--- src/rtl/scaler_pkg.sv ---
// scaler_pkg: shared constants and controller state encoding for the horizontal scaler
package scaler_pkg;
  localparam int PIXEL_STEP = 4096;
  localparam int FRAC_BITS = $clog2(PIXEL_STEP);
  localparam int STEP_WIDTH = 16;
  localparam int WIDTH_BITS = 13;
  localparam int DEFAULT_STEP = 4096;
  typedef enum logic [1:0] {IDLE, DIV, PEND} state_t;
endpackage

--- src/rtl/seq_div_u.sv ---
// seq_div_u: unsigned restoring divider, one quotient bit per cycle, NW cycles after start
// done is high during the final iteration; quotient holds the result from the next cycle on
module seq_div_u #(
  parameter int NW = 25,
  parameter int DW = 13
) (
  input  logic          clk,
  input  logic          rst_n,
  input  logic          start,
  input  logic [NW-1:0] dividend,
  input  logic [DW-1:0] divisor,
  output logic          done,
  output logic [NW-1:0] quotient
);
  localparam int CW = $clog2(NW + 1);
  logic [CW-1:0] cnt;
  logic [DW-1:0] rem;
  logic [DW:0] sh, diff;
  assign sh = {rem, quotient[NW-1]};
  assign diff = sh - {1'b0, divisor};
  assign done = cnt == CW'(1);
  // diff MSB set means the trial subtraction went negative: restore
  always_ff @(posedge clk or negedge rst_n)
    if (!rst_n) begin
      cnt <= '0;
      rem <= '0;
      quotient <= '0;
    end else if (start) begin
      cnt <= CW'(NW);
      rem <= '0;
      quotient <= dividend;
    end else if (cnt != '0) begin
      cnt <= cnt - CW'(1);
      rem <= diff[DW] ? sh[DW-1:0] : diff[DW-1:0];
      quotient <= {quotient[NW-2:0], ~diff[DW]};
    end
endmodule

--- src/rtl/scaler_h_ctrl.sv ---
// scaler_h_ctrl: measures the active line width and computes the horizontal scale step,
// applying each new step only at a frame start
module scaler_h_ctrl
  import scaler_pkg::*;
(
  input  logic                  clk,
  input  logic                  rst_n,
  input  logic [WIDTH_BITS-1:0] cfg_out_width,
  input  logic                  cfg_valid,
  output logic                  cfg_ready,
  input  logic                  de_i,
  input  logic                  hs_i,
  input  logic                  vs_i,
  output logic [STEP_WIDTH-1:0] scale_step_h,
  output logic [WIDTH_BITS-1:0] in_width,
  output logic                  busy,
  output logic                  err_o
);
  localparam int NW = WIDTH_BITS + FRAC_BITS;
  localparam logic [WIDTH_BITS-1:0] W_MAX = '1;
  localparam logic [STEP_WIDTH-1:0] S_MAX = '1;
  state_t state, next;
  logic [WIDTH_BITS-1:0] px_cnt, line_w, out_w, meas_w, div_w, div_d;
  logic [NW-1:0] quo;
  logic hsf, fb, cfg_acc, auto_trig, start, done, sat;
  assign hsf = de_i && hs_i;
  assign fb = de_i && vs_i;
  // width of the line that just ended, including the one closing at this very edge
  assign meas_w = (hsf && px_cnt != '0) ? px_cnt : line_w;
  assign cfg_ready = state == IDLE;
  assign busy = !cfg_ready;
  assign cfg_acc = cfg_valid && cfg_ready;
  assign auto_trig = fb && meas_w != '0 && meas_w != in_width && out_w != '0;
  assign div_w = (fb && meas_w != '0) ? meas_w : in_width;
  assign div_d = cfg_acc ? cfg_out_width : out_w;
  assign start = cfg_ready && (cfg_acc || auto_trig) && div_w != '0 && div_d != '0;
  assign sat = |quo[NW-1:STEP_WIDTH];
  seq_div_u #(.NW(NW), .DW(WIDTH_BITS)) u_div (
    .clk(clk),
    .rst_n(rst_n),
    .start(start),
    .dividend({div_w, {FRAC_BITS{1'b0}}}),
    .divisor(div_d),
    .done(done),
    .quotient(quo)
  );
  always_ff @(posedge clk or negedge rst_n)
    if (!rst_n) state <= IDLE;
    else state <= next;
  always_comb begin
    next = state;
    next = (state == IDLE && start) ? DIV :
           (state == DIV && done) ? PEND :
           (state == PEND && fb) ? IDLE : state;
  end
  always_ff @(posedge clk or negedge rst_n)
    if (!rst_n) begin
      px_cnt <= '0;
      line_w <= '0;
      in_width <= '0;
      out_w <= '0;
      err_o <= 1'b0;
      scale_step_h <= STEP_WIDTH'(DEFAULT_STEP);
    end else begin
      if (de_i) px_cnt <= hsf ? WIDTH_BITS'(1) : (px_cnt == W_MAX ? px_cnt : px_cnt + WIDTH_BITS'(1));
      if (hsf && px_cnt != '0) line_w <= px_cnt;
      if (fb && meas_w != '0) in_width <= meas_w;
      if (cfg_acc) begin
        out_w <= cfg_out_width;
        err_o <= cfg_out_width == '0;
      end
      if (state == PEND && sat) err_o <= 1'b1;
      if (state == PEND && fb) scale_step_h <= sat ? S_MAX : quo[STEP_WIDTH-1:0];
    end
endmodule

--- config.mk ---
export PLATFORM = sky130hd
export DESIGN_NAME = scaler_h_ctrl
export DESIGN_NICKNAME = d
export VERILOG_FILES = /design/src/rtl/scaler_pkg.sv /design/src/rtl/seq_div_u.sv /design/src/rtl/scaler_h_ctrl.sv
export SDC_FILE = /design/constraint.sdc
export NUM_CORES = 1
export LEC_CHECK = 0
export ABC_AREA = 1
export BUFFER_PORTS_ARGS = -buffer_cell sky130_fd_sc_hd__buf_2
export CAP_MARGIN = 20
export CORE_UTILIZATION = 65
export CTS_CLUSTER_SIZE = 14
export DETAILED_ROUTE_END_ITERATION = 10
export GPL_TIMING_DRIVEN = 0
export PLACE_DENSITY_LB_ADDON = 0.05
export SYNTH_ARGS = -nofsm -noshare
export SYNTH_HDL_FRONTEND = slang
export SYNTH_SLANG_ARGS = --single-unit
--- constraint.sdc ---
create_clock -name clk -period 9 [get_ports clk]
set_clock_uncertainty 0.15 [all_clocks]
set_input_delay 0.9 -clock clk [delete_from_list [all_inputs] [get_ports clk]]
set_output_delay 0.9 -clock clk [all_outputs]
set_load 0.03 [all_outputs]
# ---- Word-level counts from Yosys, hierarchy flattened
# Index checks and enable logic that the tools add are counted.
dict set report word_totals {
  register_bits 114
  in_bits 19
  output_inout_bits 32
  word_cells 67
}
dict set report classes {
  n_addsub 3
  eq_ne 6
  n_mux 18
  bitwise 1
  reduce_logical 29
}
# op n
set op_table {}
lappend op_table {{13-bit two-way mux} 8}
lappend op_table {{13-bit nonzero test} 5}
lappend op_table {{25-bit two-way mux} 2}
lappend op_table {{16-bit two-way mux} 1}
lappend op_table {{1-bit logical AND} 14}
lappend op_table {{14-bit by 13-bit subtractor with 14-bit output} 1}
lappend op_table {{13-bit by 1-bit adder with 13-bit output, second input constant} 1}
lappend op_table {{13-bit == test, second input constant} 1}
lappend op_table {{13-bit zero test} 1}
lappend op_table {{13-bit inequality test} 1}
lappend op_table {{5-bit two-way mux} 2}
lappend op_table {{9-bit OR reduction} 1}
lappend op_table {{2-bit two-way mux} 3}
lappend op_table {{5-bit by 1-bit == test with 1-bit output, second input constant} 1}
lappend op_table {{5-bit nonzero test} 1}
lappend op_table {{5-bit by 1-bit subtractor with 5-bit output, second input constant} 1}
lappend op_table {{2-bit nonzero test} 2}
lappend op_table {{3-bit nonzero test} 1}
lappend op_table {{2-bit by 1-bit == test with 1-bit output, second input constant} 1}
lappend op_table {{2-bit == test, second input constant} 1}
lappend op_table {{2-bit zero test} 1}
lappend op_table {{1-bit two-way mux} 2}
lappend op_table {{2-bit inequality test, second input constant} 1}
lappend op_table {{2-bit AND reduction} 1}
lappend op_table {{3 further kinds} 3}

# ---- Longest topological paths before layout
# Gate-level depths: netlist of run 1.
dict set report depth {
  depth_word 13
  mapped_depth 26
  mapped_depth_nobuf 23
}

# ---- By module
# Synthesis of run 1 repeated with hierarchy kept, for this count alone.
dict set report hier_totals {
  cells_unflattened 828
  area_unflattened_um2 6462.4
}
# module n_inst cells_each area_per_inst_um2 seq_area_each_um2
set by_module_without_submodules {}
lappend by_module_without_submodules {scaler_h_ctrl 1 422 3524.6 1778.0}
lappend by_module_without_submodules {seq_div_u 1 406 2937.8 1076.0}

# ---- Worst setup path before layout of run 1
# OpenSTA, ideal clock, no wires.
dict set report synth_timing {
  path_kind {register to register}
  start {reg state[0]}
  end {reg u_div.rem[6]}
  setup_ns 0.119
  t_arrival_ns 3.991
  required_time_ns 8.731
  setup_slack_ns 4.739
  stages_incl_launch_ff 20
  n_path_buf 1
  synth_period_minus_slack_ns 4.261
  cell_sequence {dfrtp_1 > nor2_1 > inv_1 > nor2_2 > inv_1 > clkbuf_1 > o21ai_0 > ha_1 > a21oi_1 > o31ai_1 > nand2_1 > nand2_1 > a21oi_1 > o21ai_0 > or2_2 > nand2_1 > inv_1 > or2_2 > a21oi_1 > nor2_1}
}
dict set report synth_via {
  elab_chain_cells 7
  elab_cells_between_ends 13
  cone_classes {add/sub (1); mux (4); reduce/logical (8)}
}
# item line_no
set synth_rtl {}
lappend synth_rtl {{from (decl)} scaler_h_ctrl.sv:22} ;# state_t state, next;
lappend synth_rtl {{from (signal assigned)} scaler_h_ctrl.sv:49} ;# else state <= next;
lappend synth_rtl {{2-bit zero test *} scaler_h_ctrl.sv:30} ;# assign cfg_ready = state == IDLE;
lappend synth_rtl {{net cfg_ready} scaler_h_ctrl.sv:10} ;# output logic cfg_ready,
lappend synth_rtl {{1-bit logical AND} scaler_h_ctrl.sv:32} ;# assign cfg_acc = cfg_valid && cfg_ready;
lappend synth_rtl {{13-bit two-way mux or 1-bit logical OR (tied branches)} -}
lappend synth_rtl {{14-bit by 13-bit subtractor with 14-bit output or 1-bit logical AND (tied branches)} {seq_div_u.sv:20, scaler_h_ctrl.sv:36}}
lappend synth_rtl {{13-bit two-way mux or 1-bit logical AND (tied branches)} {seq_div_u.sv:34, scaler_h_ctrl.sv:36}}
lappend synth_rtl {{13-bit two-way mux or 1-bit logical AND (tied branches)} {seq_div_u.sv:32, scaler_h_ctrl.sv:36}}
lappend synth_rtl {{13-bit two-way mux or 2-bit nonzero test (tied branches)} -}
lappend synth_rtl {{to (signal assigned)} seq_div_u.sv:34} ;# rem <= diff[DW] ? sh[DW-1:0] : diff[DW-1:0];
lappend synth_rtl {{to (decl)} seq_div_u.sv:17} ;# logic [DW-1:0] rem;
# Mark *: on every way through the listed nets, which the timed path passes. The rest lies on a longest branch. The select of a mux whose other input is x is not followed.
# A chain may end at the register's enable or synchronous reset.

# ---- Final worst setup path of run 1
dict set report layout_timing {
  start {reg state[0]}
  end {reg u_div.rem[6]}
}
dict set report layout_via {
  elab_chain_cells 7
  elab_cells_between_ends 13
  cone_classes {add/sub (1); mux (4); reduce/logical (8)}
}
# item line_no
set layout_rtl {}
lappend layout_rtl {{2-bit zero test *} scaler_h_ctrl.sv:30}
lappend layout_rtl {{1-bit logical AND} scaler_h_ctrl.sv:32}
lappend layout_rtl {{13-bit two-way mux or 1-bit logical OR (tied branches)} -}
lappend layout_rtl {{14-bit by 13-bit subtractor with 14-bit output or 1-bit logical AND (tied branches)} {seq_div_u.sv:20, scaler_h_ctrl.sv:36}}
lappend layout_rtl {{13-bit two-way mux or 1-bit logical AND (tied branches)} {seq_div_u.sv:34, scaler_h_ctrl.sv:36}}
lappend layout_rtl {{13-bit two-way mux or 1-bit logical AND (tied branches)} {seq_div_u.sv:32, scaler_h_ctrl.sv:36}}
lappend layout_rtl {{13-bit two-way mux or 2-bit nonzero test (tied branches)} -}
# Mark *: on every way between the ends. The rest lies on a longest branch, timed or not. The select of a mux whose other input is x is not followed.

==> summary.txt, run 1 <==
metal3 WL -> 917 um
Slew HR -> 32.83%
LEAKAGE -> 3.490 nW
initial core utilization -> 68.17%
# setup viols final -> 0
worst setup margin -> 4.154 ns
gp weighted congestion -> 0.8974
via count -> 5457
Setup CP Type -> register to register
post-route antenna net violation count -> 0
clk buf depth -> 2
unrepaired setup endpoints after global routing -> no
vias per cell -> 5.932
later-pin clock latency in the skew report -> 0.52 ns
clk slew on worst S/H paths -> 0.06 ns
pre-CTS WS -> 4.107 ns
GRT overflow -> 0
clock tree from TritonCTS -> built
Synth Instances -> 729
Worst Path Max Fanout -> 10
layout cells sized above 1 -> 16.13%
Routed wire per std cell -> 16.64 um
DP Wirelength -> 10710 um
WP data arrival -> 5.10 ns
mapped cell area -> 0.006032 mm2
distinct cell type count after synthesis -> 38
Setup TNS -> 0 ns
Antenna Cells -> 0
r2r startpoint -> state[0]$_DFFE_PN0P_
failing checks -> DRC
Design Power -> 2.867 mW
R2R Path End -> u_div.rem[6]$_DFFE_PN0P_
Yosys reg bits -> 114
# fillers -> 603
Hold Path Class -> input pin to asynchronous set/reset pin
FP Rows -> 34
drt initial violations -> 432
R2R Setup Slk -> 4.15 ns
CP Capture Type -> register
Num Clock Sinks -> 114
post-CTS setup buffers -> 0
CTS root buf -> clkbuf_8
port buffer count -> 50
PostCTS Resize Cnt -> 0
end point of the critical path -> u_div.rem[6]$_DFFE_PN0P_
Power Density -> 407.3 mW/mm2
outcome -> finished with violations
drt pass-1 iters -> 8
final wirelength -> 15310 um
GRT Overall Usage -> 34.02%
syn_nets -> 767
Num CTS Buffers -> 17
DIE HEIGHT -> 98.34 um
Worst Path Required -> 9.25 ns
Hold Vio Cnt, Final -> 0
WL met1 -> 6127 um
met2 routed WL -> 7828 um
post-layout min period -> 4.846 ns
hold_buf cts -> 0
Max IR drop VDD -> 0.3626 mV
die width -> 98.34 um
pin count of the biggest net entering global routing -> 72
CP startpoint kind -> register
CTS H-Tree Depth -> 4
Slew @ Worst Pin -> 0.9998 ns
R2R cell count -> 18
maximum clock frequency -> 206.3 MHz
Die Footprint -> 0.009670 mm2
Residual DRC -> 5
synth-to-layout area growth -> 16.68%
first-pass GRT wire length -> 25610 um
Max Transition Viols Final -> 0
IO Pins -> 51
Seq/Total Area, Yosys -> 47.31%
initial antenna violation count -> 0
core footprint -> 0.008848 mm2
Synth Area per Inst -> 8.274 um2
CP Launch Point -> state[0]$_DFFE_PN0P_
post-layout util -> 79.54%
maxcap violations -> 0
Sequential Area -> 0.002854 mm2
Final #Nets -> 837
fin crit share -> 53.85%
YS warnings -> 0
vias in the first global route -> 5418
highest routed layer -> met4
Multi-input gate area -> 0.002658 mm2
-- cell usage in the layout, fill, tap and decap left out, drive strengths merged --
cell	n
nand2	127
dfrtp	113
inv	100
nand3	99
o21ai	74
buf	64
nor2	54
clkbuf	30
a21oi	23
ha	18
xor2	14
nor3	13
a31oi	13
or2	12
nand4	10
nor4	10
xnor2	8
clkinv	6
a211oi	4
o211a	3
clkinvlp	3
bufinv	3
o31ai	2
o21bai	2
nand3b	1
o21a	1
o211ai	1
and3	1
o311ai	1
fa	1
dfstp	1
-- metrics by stage --
stage          cell area, um2  std cells  hold slack [ns]
6_report                 7038        920           0.3341
5_1_grt                  7038        920           0.3927
4_1_cts                  7038        920           0.3463
3_5_place_dp             6440        888           0.3329
3_3_place_gp             6417        887           0.3298
2_1_floorplan            6032        729           0.3229
-- sequential cells by signal (all words and copies together) (netlist names) --
name            count
err_o               1
in_width           13
line_w             13
out_w              13
px_cnt             13
scale_step_h       16
state               2
u_div.cnt           5
u_div.quotient     25
u_div.rem          13
-- cell families after synthesis --
logic type	after synthesis	synth area share (%)
simple gates	327	25.14
fa+ha+maj	19	4.066
compound gates	124	11.66
xor+xnor	22	3.194
buf+inv	123	8.629
flops	114	47.31
-- routing by layer --
layer,global-route usage (%),up-vias
li1,-,2571
met1,41.86,2648
met2,58.94,197
met3,6.013,41
met4,15.04,0
met5,0,-
-- synthesized netlist by cell type, drive strengths merged --
cell type	n	area [um2]
a211oi	4	30.03
a21oi	23	118.9
a31oi	13	81.33
and3	1	6.260
buf	13	107.6
clkbuf	13	48.80
dfrtp	113	2828
dfstp	1	26.28
fa	1	20.02
ha	18	225.2
inv	97	364.1
nand2	127	524.3
nand3	99	500.5
nand3b	1	7.510
nand4	10	62.56
nor2	54	212.7
nor3	13	65.06
nor4	10	62.56
o211a	3	30.03
o211ai	1	7.510
o21a	1	7.510
o21ai	74	389.1
o21bai	2	15.01
o311ai	1	8.760
o31ai	2	15.01
or2	12	75.07
xnor2	8	70.07
xor2	14	122.6
-- power by group --
group          leakage [nW]  switching, mW  total (mW)  internal [mW]
clock                 0.285          0.256       0.680          0.424
sequential             1.39          0.134       0.854          0.720
combinational          1.82          0.848        1.33          0.485
-- worst min-delay path by stage --
stage,start,cells past startpoint,endpoint
global route,scale_step_h[12]$_DFFE_PN1P_,2,scale_step_h[12]$_DFFE_PN1P_
finish,rst_n,1,px_cnt[11]$_DFFE_PN0P_
global placement,scale_step_h[12]$_DFFE_PN1P_,2,scale_step_h[12]$_DFFE_PN1P_
detailed placement,scale_step_h[12]$_DFFE_PN1P_,2,scale_step_h[12]$_DFFE_PN1P_
floorplan,line_w[0]$_DFF_PN0_,2,line_w[0]$_DFF_PN0_
CTS,scale_step_h[12]$_DFFE_PN1P_,2,scale_step_h[12]$_DFFE_PN1P_
-- area by class of cell --
cell class | instances | share of cell area (%)
clock buffer | 17 | 5.884
sequential | 114 | 40.55
clock inverter | 15 | 2.613
inverter | 97 | 5.173
tap | 108 | 1.920
timing repair buffer | 51 | 3.876
buffer | 26 | 2.222
multi-input combinational | 492 | 37.76
-- worst max-delay path, cell delays in order, from the launching register on --
cell	delay [ns]
dfrtp_1	0.43
nor2_1	0.32
inv_1	0.14
nor2_2	0.31
inv_1	0.21
clkbuf_1	0.28
o21ai_0	0.56
ha_1	0.26
inv_1	0.08
nor4_1	0.28
nand4_1	0.13
o21ai_0	0.23
or2_2	0.14
nand2_1	0.20
inv_1	0.31
clkbuf_1	0.37
nand2_1	0.09
a21oi_1	0.16
nor2_1	0.07
Power figures use the tool's default switching activity.
==> run 2: changes to the inputs <==
--- a/config.mk
+++ b/config.mk
@@ -8,7 +8,7 @@
 export ABC_AREA = 1
 export BUFFER_PORTS_ARGS = -buffer_cell sky130_fd_sc_hd__buf_2
 export CAP_MARGIN = 20
-export CORE_UTILIZATION = 65
+export CORE_UTILIZATION = 60
 export CTS_CLUSTER_SIZE = 14
 export DETAILED_ROUTE_END_ITERATION = 10
 export GPL_TIMING_DRIVEN = 0
==> constraint.sdc (replaced) <==
create_clock -name clk -period 4.77 [get_ports clk]
set_clock_uncertainty 0.15 [all_clocks]
set_input_delay 0.477 -clock clk [delete_from_list [all_inputs] [get_ports clk]]
set_output_delay 0.477 -clock clk [all_outputs]
set_load 0.03 [all_outputs]
==> run 2 against run 1 <==
Compared with the run above: the run now ends clean; sequential cell count unchanged; worst hold slack worse by 0.22 ns; first-iteration DRC count decreased by 33%; sequential power grew 89%; setup slack lost 3.8 ns; core utilization decreased by 7.5 points; critical path type unchanged.
==> summary.txt, run 2 (synthesis gave the netlist of run 1 again) <==
port buffer count -> 50
Multi-input gate area -> 0.002663 mm2
Die Footprint -> 0.01046 mm2
Setup CP Type -> register to register
GRT Overall Usage -> 30.89%
maximum clock frequency -> 226.8 MHz
Worst Path Max Fanout -> 10
DIE HEIGHT -> 102.3 um
critical-path cell list -> nor2_2, inv_1, nor2_2, inv_1, clkbuf_1, o21ai_0, ha_1, a21oi_1, o31ai_1, nand2_1, nand2_1, a21oi_1, o21ai_0, or2_2, nand2_2, inv_1, clkbuf_2, o21ai_0, o21ai_1
CTS root buf -> clkbuf_8
CTS H-Tree Depth -> 4
Max IR drop VDD -> 0.4704 mV
Hold Vio Cnt, Final -> 0
Slew HR -> 35.40%
Design Power -> 5.268 mW
Max Transition Viols Final -> 0
DP Wirelength -> 10680 um
Num CTS Buffers -> 17
layout cells sized above 1 -> 16.48%
clock tree from TritonCTS -> built
via count -> 5259
drt pass-1 iters -> 5
dpl cell area -> 0.006482 mm2
hold_sp -> de_i
vias per cell -> 5.559
CP startpoint kind -> register
first-pass GRT wire length -> 24380 um
# setup viols final -> 0
CP peak stage delay -> 0.42 ns
Final #Nets -> 838
Sequential Area -> 0.002854 mm2
FP Rows -> 36
post-CTS setup buffers -> 0
IO Pins -> 51
Routed wire per std cell -> 15.63 um
GRT overflow -> 0
final instance area -> 0.007041 mm2
LEAKAGE -> 3.466 nW
synth-to-layout area growth -> 16.72%
r2r startpoint -> state[0]$_DFFE_PN0P_
Residual DRC -> 0
final wirelength -> 14790 um
unrepaired setup endpoints after global routing -> no
Setup TNS -> 0 ns
Slowest-stage cell, CP -> dfrtp_1
# fillers -> 808
commonest non-fill, non-tap cell in the layout -> nand2_1
vias in the first global route -> 5100
later-pin clock latency in the skew report -> 0.52 ns
maxcap violations -> 0
CP bufs+invs -> 5
WP data arrival -> 4.66 ns
outcome -> finished, final reports clean
Power Density -> 748.3 mW/mm2
most frequent cells in the layout -> 115 x nand2_1, 113 x dfrtp_1, 98 x nand3_1, 96 x inv_1, 54 x buf_2
Biggest register -> u_div.quotient
number of flip-flops in the largest register -> 25
Worst Path Required -> 5.02 ns
drt initial violations -> 291
initial antenna violation count -> 0
Hold Path Class -> input pin to register
core footprint -> 0.009774 mm2
Slew @ Worst Pin -> 0.9616 ns
fin crit share -> 92.45%
Antenna Cells -> 0
post-route antenna net violation count -> 0
clk slew on worst S/H paths -> 0.06 ns
CP Launch Point -> state[0]$_DFFE_PN0P_
initial core utilization -> 61.71%
Num Clock Sinks -> 114
CP top delay family -> compound AO/OA/AOI/OAI gates
clk buf depth -> 2
pin count of the biggest net entering global routing -> 76
top flop regs -> u_div.quotient (25), scale_step_h (16)
gp weighted congestion -> 0.9044
post-layout min period -> 4.410 ns
CP Capture Type -> register
die width -> 102.3 um
## run 2: worst min-delay path: stages
cell	delay, ns
buf_2	0.13
nand4_1	0.09
nand2_1	0.05
## run 2: report_power, final
part	switching (mW)	leakage (nW)	internal, mW
combinational	1.59	1.83	0.920
sequential	0.248	1.39	1.36
clock	0.496	0.249	0.651
## run 2: area by class of cell
class / instances / share of cell area (%)
multi-input combinational: 492 / 37.82
inverter: 97 / 5.171
clock inverter: 15 / 1.813
tap: 133 / 2.364
buffer: 26 / 2.239
sequential: 114 / 40.54
timing repair buffer: 52 / 4.176
clock buffer: 17 / 5.882
## run 2: final timing paths
| path | to | slack (ns) | cells after the start |
|---|---|---|---|
| max | u_div.rem[3]$_DFFE_PN0P_ | 0.36 | 19 |
| min | px_cnt[12]$_DFFE_PN0P_ | 0.12 | 3 |
| max reg2reg | u_div.rem[3]$_DFFE_PN0P_ | 0.36 | 19 |
| min reg2reg | scale_step_h[12]$_DFFE_PN1P_ | 0.35 | 2 |
| max in group asynchronous | u_div.quotient[11]$_DFFE_PN0P_ | 3.49 | 3 |
| min in group asynchronous | px_cnt[11]$_DFFE_PN0P_ | 0.28 | 2 |
## run 2: per-stage QoR
| step | utilization (%) | cells | setup WS [ns] | hold slack (ns) |
|---|---|---|---|---|
| 3_3_place_gp | 65.98 | 912 | 0.2078 | 0.3303 |
| 3_5_place_dp | 66.32 | 913 | 0.09741 | 0.2672 |
| 4_1_cts | 71.97 | 946 | 0.06625 | 0.09898 |
| 5_1_grt | 72.03 | 946 | 0.0004468 | 0.1162 |
| 2_1_floorplan | - | 729 | 0.5093 | 0.03141 |
| 6_report | 72.03 | 946 | 0.3601 | 0.1161 |
## run 2: what timing repair did
item                                   4_1_cts  5_1_grt
hold buffers                                 1        0
gates resized for setup                      0        5
setup endpoints to repair                    0       10
endpoints found under the hold margin       38        0
## run 2: layer usage
layer / track usage [%] / part of all wire, % / vias to the layer above / wire length (um)
met5: 0 / 0 / - / 0
met4: 12.31 / 1.8 / 0 / 263
met3: 5.062 / 4.5 / 21 / 661
met2: 53.59 / 51 / 143 / 7481
met1: 38.59 / 43 / 2527 / 6380
li1: - / - / 2568 / -
